## src/rtl/sram_pkg.sv

```systemverilog
// Shared encodings and bus widths for the SRAM two-master arbiter.
package sram_pkg;
   localparam int ADR_W = 19;
   localparam int DAT_W = 16;
   localparam int SEL_W = 2;

   typedef enum logic [1:0] {
      IDLE  = 2'd0,
      OWN0  = 2'd1,
      OWN1  = 2'd2,
      DRAIN = 2'd3
   } state_t;
endpackage

```

## src/rtl/wb_port_mux.sv

```systemverilog
// Steers the owning master's Wishbone controls to the slave and returns ack/stall per master.
// Purely combinational; non-owner always sees stall=1 and ack=0.
module wb_port_mux
   import sram_pkg::*;
(
   input  logic             owner,
   input  logic             own_st,
   input  logic             route,
   input  logic             stb_en,
   input  logic             force_stall,
   input  logic             m0_stb,
   input  logic             m0_we,
   input  logic [SEL_W-1:0] m0_sel,
   input  logic [ADR_W:1]   m0_adr,
   input  logic [DAT_W-1:0] m0_dat,
   input  logic             m1_stb,
   input  logic             m1_we,
   input  logic [SEL_W-1:0] m1_sel,
   input  logic [ADR_W:1]   m1_adr,
   input  logic [DAT_W-1:0] m1_dat,
   input  logic             s_ack,
   input  logic             s_stall,
   output logic             s_stb,
   output logic             s_we,
   output logic [SEL_W-1:0] s_sel,
   output logic [ADR_W:1]   s_adr,
   output logic [DAT_W-1:0] s_dat,
   output logic             m0_ack,
   output logic             m1_ack,
   output logic             m0_stall,
   output logic             m1_stall
);
   logic owner_stall;

   assign s_stb = stb_en & (owner ? m1_stb : m0_stb);
   assign s_we  = owner ? m1_we  : m0_we;
   assign s_sel = owner ? m1_sel : m0_sel;
   assign s_adr = owner ? m1_adr : m0_adr;
   assign s_dat = owner ? m1_dat : m0_dat;

   // Acks follow the owner through DRAIN too, so in-flight reads still complete.
   assign m0_ack = s_ack & route & ~owner;
   assign m1_ack = s_ack & route &  owner;

   assign owner_stall = ~own_st | force_stall | s_stall;
   assign m0_stall    = owner ? 1'b1 : owner_stall;
   assign m1_stall    = owner ? owner_stall : 1'b1;
endmodule

```

## src/rtl/sram_arbiter.sv

```systemverilog
// Round-robin Wishbone B4 pipelined arbiter: CPU (m0) and video fetch (m1) onto one SRAM controller.
// Grant one cycle after request; owner stalled at 3 outstanding or after BURST_LIMIT strobes when contended.
module sram_arbiter
   import sram_pkg::*;
#(
   parameter int BURST_LIMIT = 4
) (
   input  logic             clk_i,
   input  logic             _reset_i,
   input  logic             m0_cyc_i,
   input  logic             m0_stb_i,
   input  logic             m0_we_i,
   input  logic [SEL_W-1:0] m0_sel_i,
   input  logic [ADR_W:1]   m0_adr_i,
   input  logic [DAT_W-1:0] m0_dat_i,
   output logic             m0_ack_o,
   output logic             m0_stall_o,
   output logic [DAT_W-1:0] m0_dat_o,
   input  logic             m1_cyc_i,
   input  logic             m1_stb_i,
   input  logic             m1_we_i,
   input  logic [SEL_W-1:0] m1_sel_i,
   input  logic [ADR_W:1]   m1_adr_i,
   input  logic [DAT_W-1:0] m1_dat_i,
   output logic             m1_ack_o,
   output logic             m1_stall_o,
   output logic [DAT_W-1:0] m1_dat_o,
   output logic             s_cyc_o,
   output logic             s_stb_o,
   output logic             s_we_o,
   output logic [SEL_W-1:0] s_sel_o,
   output logic [ADR_W:1]   s_adr_o,
   output logic [DAT_W-1:0] s_dat_o,
   input  logic             s_ack_i,
   input  logic             s_stall_i,
   input  logic [DAT_W-1:0] s_dat_i
);
   localparam int BW = $clog2(BURST_LIMIT + 1);

   state_t          state;
   logic            last;
   logic [1:0]      outst;
   logic [1:0]      outst_nxt;
   logic [BW-1:0]   burst;

   logic owning, owner_cyc, other_cyc, burst_full, burst_hit;
   logic force_stall, stb_en, accept;

   assign owning      = (state == OWN0) || (state == OWN1);
   assign owner_cyc   = last ? m1_cyc_i : m0_cyc_i;
   assign other_cyc   = last ? m0_cyc_i : m1_cyc_i;
   assign burst_full  = (burst == BW'(BURST_LIMIT));
   assign burst_hit   = owning & burst_full & other_cyc;
   assign force_stall = (outst == 2'd3) | burst_hit;
   assign stb_en      = owning & owner_cyc & ~force_stall;
   assign accept      = s_stb_o & ~s_stall_i;

   assign s_cyc_o  = owning ? owner_cyc : (state == DRAIN);
   assign m0_dat_o = s_dat_i;
   assign m1_dat_o = s_dat_i;

   always_comb begin
      outst_nxt = outst;
      if (accept && !s_ack_i && outst != 2'd3)
         outst_nxt = outst + 2'd1;
      else if (!accept && s_ack_i && outst != 2'd0)
         outst_nxt = outst - 2'd1;
   end

   always_ff @(posedge clk_i or negedge _reset_i) begin
      if (!_reset_i) begin
         state <= IDLE;
         last  <= 1'b1;
         outst <= 2'd0;
         burst <= '0;
      end else begin
         case (state)
            IDLE: begin
               outst <= 2'd0;
               burst <= '0;
               if (m0_cyc_i && m1_cyc_i) begin
                  state <= last ? OWN0 : OWN1;
                  last  <= ~last;
               end else if (m0_cyc_i) begin
                  state <= OWN0;
                  last  <= 1'b0;
               end else if (m1_cyc_i) begin
                  state <= OWN1;
                  last  <= 1'b1;
               end
            end
            OWN0, OWN1: begin
               // Owner abandoning the cycle forfeits its pending acks.
               if (!owner_cyc) begin
                  state <= IDLE;
                  outst <= 2'd0;
               end else begin
                  outst <= outst_nxt;
                  if (accept && !burst_full)
                     burst <= burst + 1'b1;
                  if (burst_hit)
                     state <= DRAIN;
               end
            end
            DRAIN: begin
               outst <= outst_nxt;
               if (outst == 2'd0)
                  state <= IDLE;
            end
            default: state <= IDLE;
         endcase
      end
   end

   wb_port_mux u_mux (
      .owner       (last),
      .own_st      (owning),
      .route       (state != IDLE),
      .stb_en      (stb_en),
      .force_stall (force_stall),
      .m0_stb      (m0_stb_i),
      .m0_we       (m0_we_i),
      .m0_sel      (m0_sel_i),
      .m0_adr      (m0_adr_i),
      .m0_dat      (m0_dat_i),
      .m1_stb      (m1_stb_i),
      .m1_we       (m1_we_i),
      .m1_sel      (m1_sel_i),
      .m1_adr      (m1_adr_i),
      .m1_dat      (m1_dat_i),
      .s_ack       (s_ack_i),
      .s_stall     (s_stall_i),
      .s_stb       (s_stb_o),
      .s_we        (s_we_o),
      .s_sel       (s_sel_o),
      .s_adr       (s_adr_o),
      .s_dat       (s_dat_o),
      .m0_ack      (m0_ack_o),
      .m1_ack      (m1_ack_o),
      .m0_stall    (m0_stall_o),
      .m1_stall    (m1_stall_o)
   );
endmodule

```

## config.mk

```make
export PLATFORM = sky130hd
export DESIGN_NAME = sram_arbiter
export DESIGN_NICKNAME = d
export VERILOG_FILES = /design/src/rtl/sram_pkg.sv /design/src/rtl/wb_port_mux.sv /design/src/rtl/sram_arbiter.sv
export SDC_FILE = /design/constraint.sdc
export NUM_CORES = 1
export LEC_CHECK = 0
export CORE_MARGIN = 2
export CORE_UTILIZATION = 24
export CTS_CLUSTER_SIZE = 40
export DETAILED_ROUTE_END_ITERATION = 16
export HOLD_SLACK_MARGIN = 0.06
export PLACE_DENSITY = 0.9
export SYNTH_ARGS = -nofsm -noshare
export SYNTH_HDL_FRONTEND = slang
export SYNTH_HIERARCHICAL = 1
export SYNTH_SLANG_ARGS = --single-unit
export TNS_END_PERCENT = 100
```

## constraint.sdc

```tcl
create_clock -name clk_i -period 2.3 [get_ports clk_i]
set_input_delay 0.345 -clock clk_i [delete_from_list [all_inputs] [get_ports clk_i]]
set_output_delay 0.345 -clock clk_i [all_outputs]
set_load 0.01 [all_outputs]
```

==> results of run 1 <==
-- logic make-up (layout without fill, tap and decap cells) --
family,after synthesis,in the layout
xor gates and xnor gates,1,1
DFF,8,8
adders and majority gates,7,7
buffers and inverters,49,164
and+or+nand+nor,33,33
muxes,42,42
AOI/OAI and AO/OA,16,16
-- worst reg2reg max path, stage by stage, from the launching register on --
cell and delay, ns:
dfstp_2 0.56, buf_12 0.15, mux2i_4 0.08, nor2_4 0.09, nand2_1 0.05, nor2_1 0.10, nor2b_4 0.19, nand2b_4 0.08
nor4b_4 0.37, nor3b_2 0.09, a311o_1 0.33
-- final cells by class --
type                       instances  area (um2)
inverter                          10       40.04
tap                               72       90.09
sequential                         8       201.4
fill                             518        2764
multi-input combinational         99       934.6
timing repair buffer             150        1533
clock buffer                       4       45.04
-- final timing paths --
kind,endpoint,slack [ns],cells after the start
worst max-delay path,m0_stall_o,0.03,5
max in group asynchronous,last,1.58,1
worst min-delay path,burst[2],0.40,1
min in group clk_i,last,0.56,4
worst max register to register,burst[2],0.09,10
worst min register to register,burst[1],0.56,2
-- through the flow --
| step | setup TNS [ns] | setup slack [ns] |
|---|---|---|
| after floorplan | 0 | 0.02840 |
| after global placement | -0.6140 | -0.2702 |
| after detailed placement | -1.028 | -0.3065 |
| after CTS | 0 | 0.001602 |
| after global routing | -0.07093 | -0.04811 |
| final | 0 | 0.02955 |
-- flip-flops by register name, indices dropped and copies added, names as in the netlist --
register,flops
last,1
burst,3
outst,2
state,2
-- cell usage in the layout (no fill, tap or decap), drive strengths merged, types with 3 or more instances in the layout --
master / n
a21oi: 5
a31oi: 3
buf: 23
clkbuf: 5
clkdlybuf4s50: 94
dfrtp: 7
dlygate4sd2: 15
dlymetal6s2s: 17
ha: 7
inv: 10
mux2: 39
mux2i: 3
nand2: 12
nand2b: 3
nor2: 6
o21ai: 3
-- power by group through the flow --
stage               Combinational [mW]  Clock [mW]  Sequential, mW
floorplan                         1.16           0           0.227
global placement                  1.92           0           0.228
detailed placement                1.96           0           0.235
CTS                               1.99       0.187           0.234
global route                      2.31       0.195           0.249
finish                            2.15       0.189           0.241
-- what timing repair did --
| action | CTS | global route |
|---|---|---|
| buffers inserted | 1 | 7 |
| gates cloned | 1 | 1 |
| setup endpoints to repair | 42 | 33 |
| pin swaps | 1 | 7 |
| gates resized for setup | 22 | 29 |
-- metal layers --
| metal | up-vias | share of wire | track usage |
|---|---|---|---|
| met1 | 746 | 0.34 | 0.1491 |
| met3 | 19 | 0.11 | 0.05333 |
| met5 | - | 0 | 0 |
| met4 | 0 | 0.026 | 0.05763 |
| met2 | 96 | 0.52 | 0.3099 |
| li1 | 741 | - | - |
==> impl_results.md, run 1 <==
* Outcome: completed
* Core footprint at 5608 um2
* Insertion delay to the later sink of the worst-skew pair at 0.24 ns
* IO Pins at 176
* Fin Clk Skew at 0.005879 ns
* HP Class: primary input to async pin
* RSZ-0062 raised after global routing: yes
* Die Ht at 80.82 um
* Worst-path fanout max at 3
* H-tree levels at 1
* Vias in the first global route at 1664
* Routed WL at 5518 um
* Clock share of power at 0.073
* CTS buffer count at 3
* Total number of vias at 1602
* HPWL Detailed at 4187 um
* Pre-antenna DRT Iters at 4
* Async SR Flop Fraction at 1.000
* First-pass GRT wire length at 7990 um
* Die X-Extent at 80.82 um
* Cell taking the most area after synthesis: mux2_2
* Most common library cells after synthesis: 38 x mux2_2, 36 x buf_4, 12 x nand2_1
* Detail Route Antenna Nets at 0
* Vias per cell at 4.671
* Initial DRC count at 46
* Gate power share at 0.834
* Final min period at 2.270 ns
* Post-synth cell types at 36
* Most common flop cell mapped by yosys: dfrtp_1
* Layout Cells excl Fill at 343
* Fin. Hold Viols at 0
* Data arrival time of the worst path at 1.93 ns
* Placed cell count at 329
* CP endpoint kind: primary output
* Crit-path slowest cell: dfstp_2
* Die ar. at 6532 um2
* Crit path from: last
* Maximum VDD drop at 655.3 uV
* Initial antenna violation count at 0
* Fin crit share at 0.9872
* Inserted Diodes at 0
* Layout Nets at 379
* P_sw at 1.002 mW
* Flop pwr share at 0.093
* Post-Syn Area at 1416 um2
* Drc violations at 0
* Share of the synthesized area in the top cell type at 0.3021
* Critical path startpoint category: flip-flop
* CTS tree: built
* Average cell area after synthesis at 9.079 um2
* Largest cells by area after synthesis: mux2_2 30%, buf_4 19%, dfrtp_1 12%, ha_1 6.2%, nand2_1 3.2%
* Seq/Total Area, Yosys at 0.1422
* Post-placement cell area at 2618 um2
* Main combinational cell family by area after synthesis: multiplexers
* Drt wl/cell at 16.09 um
* CTS Root Buffer Type: clkbuf_8
* Internal at 1.581 mW
* Leakage at 1.331 nW
* Largest net degree at the start of global routing at 24
* Sw frac at 0.3878
* Cts hold-fix bufs at 0
* WP data required at 1.96 ns
* Final Util at 0.5071
* Critical path cell sequence: nand2b_1 > nand2_1 > a41o_1 > or4b_1 > buf_2
* Post-synthesis mux area share at 0.3366
* Synth Area in XOR/XNOR at 0.006184
* Worst path top cell family by delay: simple AND/OR/NAND/NOR gates
* Max Slew Vio Count at 0
* Gr usage total at 0.1576
* Gpl congestion at 0.7984
* R2r startpoint: last
* Total grt overflow at 0
* Slew headroom at 0.7316
* CTS max path bufs at 2
* Post-synth EDFFs at 0
* Max-cap violations at 0
* Post-Syn Instances at 156
* WS Path Type: flip-flop to primary output
* CTS Sinks at 8
* Row Count at 27
* Worst hold slack at 0.4012 ns
* Final setup vio count at 0
* Syn Nets at 263
* Crit path largest cell delay at 0.56 ns
* Yosys reg bits at 8
* Clock slew at reported path FFs at 0.05 ns
* Simple-gate share of the synthesized area at 0.1405
* YS warnings at 6
* Compound-Gate Fraction of Synth Area at 0.07597
* Starting density of the core at 0.2526
* Post-Synth Adder-Cell Area at 0.06184
* Most frequent cell after synthesis: mux2_2
* Fraction of layout cells with a size suffix above 1 at 0.2989
* Tot Pwr at 2.583 mW
* PwrDens at 908.2 nW/um2
* Worst Tran Pin Value at 0.4014 ns
* Final Cell Area at 2844 um2
* Peak Freq at 440.4 MHz
* CP Buf/Inv Count at 1
* Synth-to-layout area growth at 100.8%
* I/O Buffers at 127
No activity file was read; power rests on OpenSTA's default activity.
==> inputs of run 2 (changes only) <==
SKIP_LAST_GASP = 1   (was not set)
==> run 2 against run 1 <==
Critical path depth shrank 1. Non-clock buffer count down 1. Die area stayed put. Sequential cell count stayed put. Clock power about the same. Global-route usage is 0.12 points lower. Clock-buffer cell count is the same. Combinational power rose by 2%. Critical path type unchanged. Critical endpoint is now s_dat_o[15]. Largest cell class unchanged.
==> impl_results.md, run 2 (synthesized netlist as in run 1, its figures left out) <==
* CP Buf/Inv Count at 3
* I/O Buffers at 127
* Largest reg by FF count: burst
* Reg area at 201.4 um2
* Synth-to-layout area growth at 104.3%
* WS Path Type: flip-flop to primary output
* Maximum VDD drop at 608.1 uV
* Critical path cell sequence: buf_12 > buf_12 > mux2_2 > clkdlybuf4s50_1
* Routed WL at 5422 um
* Pre-CTS WS at -0.3065 ns
* CTS Root Buffer Type: clkbuf_8
* HP Class: primary input to async pin
* Gr usage total at 0.1564
* Die ar. at 6532 um2
* Flop pwr share at 0.092
* Worst Tran Pin Value at 0.3766 ns
* Multi-input gate area at 934.6 um2
* Max-cap violations at 0
* Row Count at 27
* CTS buffer count at 3
* WP data required at 1.96 ns
* Fin. Hold Viols at 0
* Worst hold slack at 0.3885 ns
* Tot Pwr at 2.621 mW
* Core footprint at 5608 um2
* HPWL Detailed at 4187 um
* RSZ-0062 raised after global routing: yes
* Final TNS setup at 0 ns
* Total number of vias at 1605
* Gpl congestion at 0.7984
* Max Slew Vio Count at 0
* Peak Freq at 438.7 MHz
* Drc violations at 0
* Leakage at 1.411 nW
* Die X-Extent at 80.82 um
* Worst path top cell family by delay: buffers and inverters
* Biggest regs: burst (3), outst (2), state (2)
* Final worst slack at 0.02073 ns
* Starting density of the core at 0.2526
* Initial DRC count at 28
* Largest net degree at the start of global routing at 24
* CP most frequent cell: buf_12
* Fin Clk Skew at 0.005004 ns
* First-pass GRT wire length at 7962 um
* Final setup vio count at 0
* IO Pins at 176
* Inserted Diodes at 0
* Final min period at 2.279 ns
* Vias in the first global route at 1663
* Layout Nets at 378
* CTS Sinks at 8
* Sw frac at 0.3814
* Max reg flops at 3
* Detail Route Antenna Nets at 0
* Gate power share at 0.836
* Cts hold-fix bufs at 0
* Insertion delay to the later sink of the worst-skew pair at 0.24 ns
* CP endpoint kind: primary output
* Crit path largest cell delay at 0.55 ns
* PwrDens at 905.7 nW/um2
* P_sw at 0.9998 mW
* CTS max path bufs at 2
* Clock share of power at 0.073
* Commonest non-fill, non-tap cells in the layout: 96 x clkdlybuf4s50_1, 38 x mux2_2, 27 x dlymetal6s2s_1, 15 x buf_4, 12 x nand2_1
* Initial antenna violation count at 0
* Outcome: completed
* Fraction of layout cells with a size suffix above 1 at 0.2963
* CTS tree: built
* Commonest non-fill, non-tap cell in the layout: clkdlybuf4s50_1
* Slew headroom at 0.7481
* Total grt overflow at 0
* Drt wl/cell at 15.85 um
* Data arrival time of the worst path at 1.93 ns
* Worst-path fanout max at 12
* Fill count at 501
* Internal at 1.621 mW
* Vias per cell at 4.693
* Pre-antenna DRT Iters at 5
* H-tree levels at 1
* Clock slew at reported path FFs at 0.05 ns
* Fin crit share at 0.9910
* Crit-path slowest cell: dfstp_2
* Die Ht at 80.82 um
* Critical path startpoint category: flip-flop
## run 2: worst reg2reg max path, delay by kind of cell, from the launching register on
kind            cells  cell delay [ns]
compound gates      1             0.33
flops               1             0.55
buf+inv             1             0.16
simple gates        7             0.96
mux                 1             0.09
## run 2: final timing paths
kind	from	to	slack (ns)	cells after the start
max	last	s_dat_o[15]	0.02	4
min	_reset_i	burst[2]	0.39	1
max reg2reg	last	burst[2]	0.10	10
min reg2reg	burst[1]	burst[1]	0.56	2
max in group asynchronous	_reset_i	last	1.60	1
min in group clk_i	m0_cyc_i	last	0.55	4
## run 2: repair_timing
action | 4_1_cts | 5_1_grt
cloned | 1 | 2
pin swaps | 1 | 7
buffers inserted | 1 | 5
gates resized for setup | 6 | 42
setup endpoints to repair | 42 | 46
## run 2: final cells by class
cell class	instances	share of cell area
timing repair buffer	149	0.5469
inverter	10	0.01383
clock buffer	4	0.01556
tap	72	0.03113
sequential	8	0.06961
multi-input combinational	99	0.3230
## run 2: routing by layer
| layer | track usage | vias up | part of all wire |
|---|---|---|---|
| met3 | 0.05222 | 21 | 0.11 |
| met5 | 0 | - | 0 |
| li1 | - | 742 | - |
| met4 | 0.05763 | 0 | 0.030 |
| met2 | 0.3091 | 99 | 0.51 |
| met1 | 0.1471 | 743 | 0.35 |
## run 2: stage by stage
| stage | cells | utilization | area [um2] |
|---|---|---|---|
| after global routing | 342 | 0.5161 | 2894 |
| after global placement | 329 | 0.4668 | 2618 |
| after floorplan | 156 | - | 1444 |
| final | 342 | 0.5161 | 2894 |
| after detailed placement | 329 | 0.4668 | 2618 |
| after CTS | 335 | 0.4808 | 2696 |
## run 2: power groups by stage
stage	Combinational [mW]	Sequential [mW]	Clock [mW]
after floorplan	1.16	0.227	0
after global placement	1.92	0.228	0
after detailed placement	1.96	0.235	0
after CTS	2.03	0.232	0.187
after global routing	2.35	0.249	0.195
final	2.19	0.240	0.190
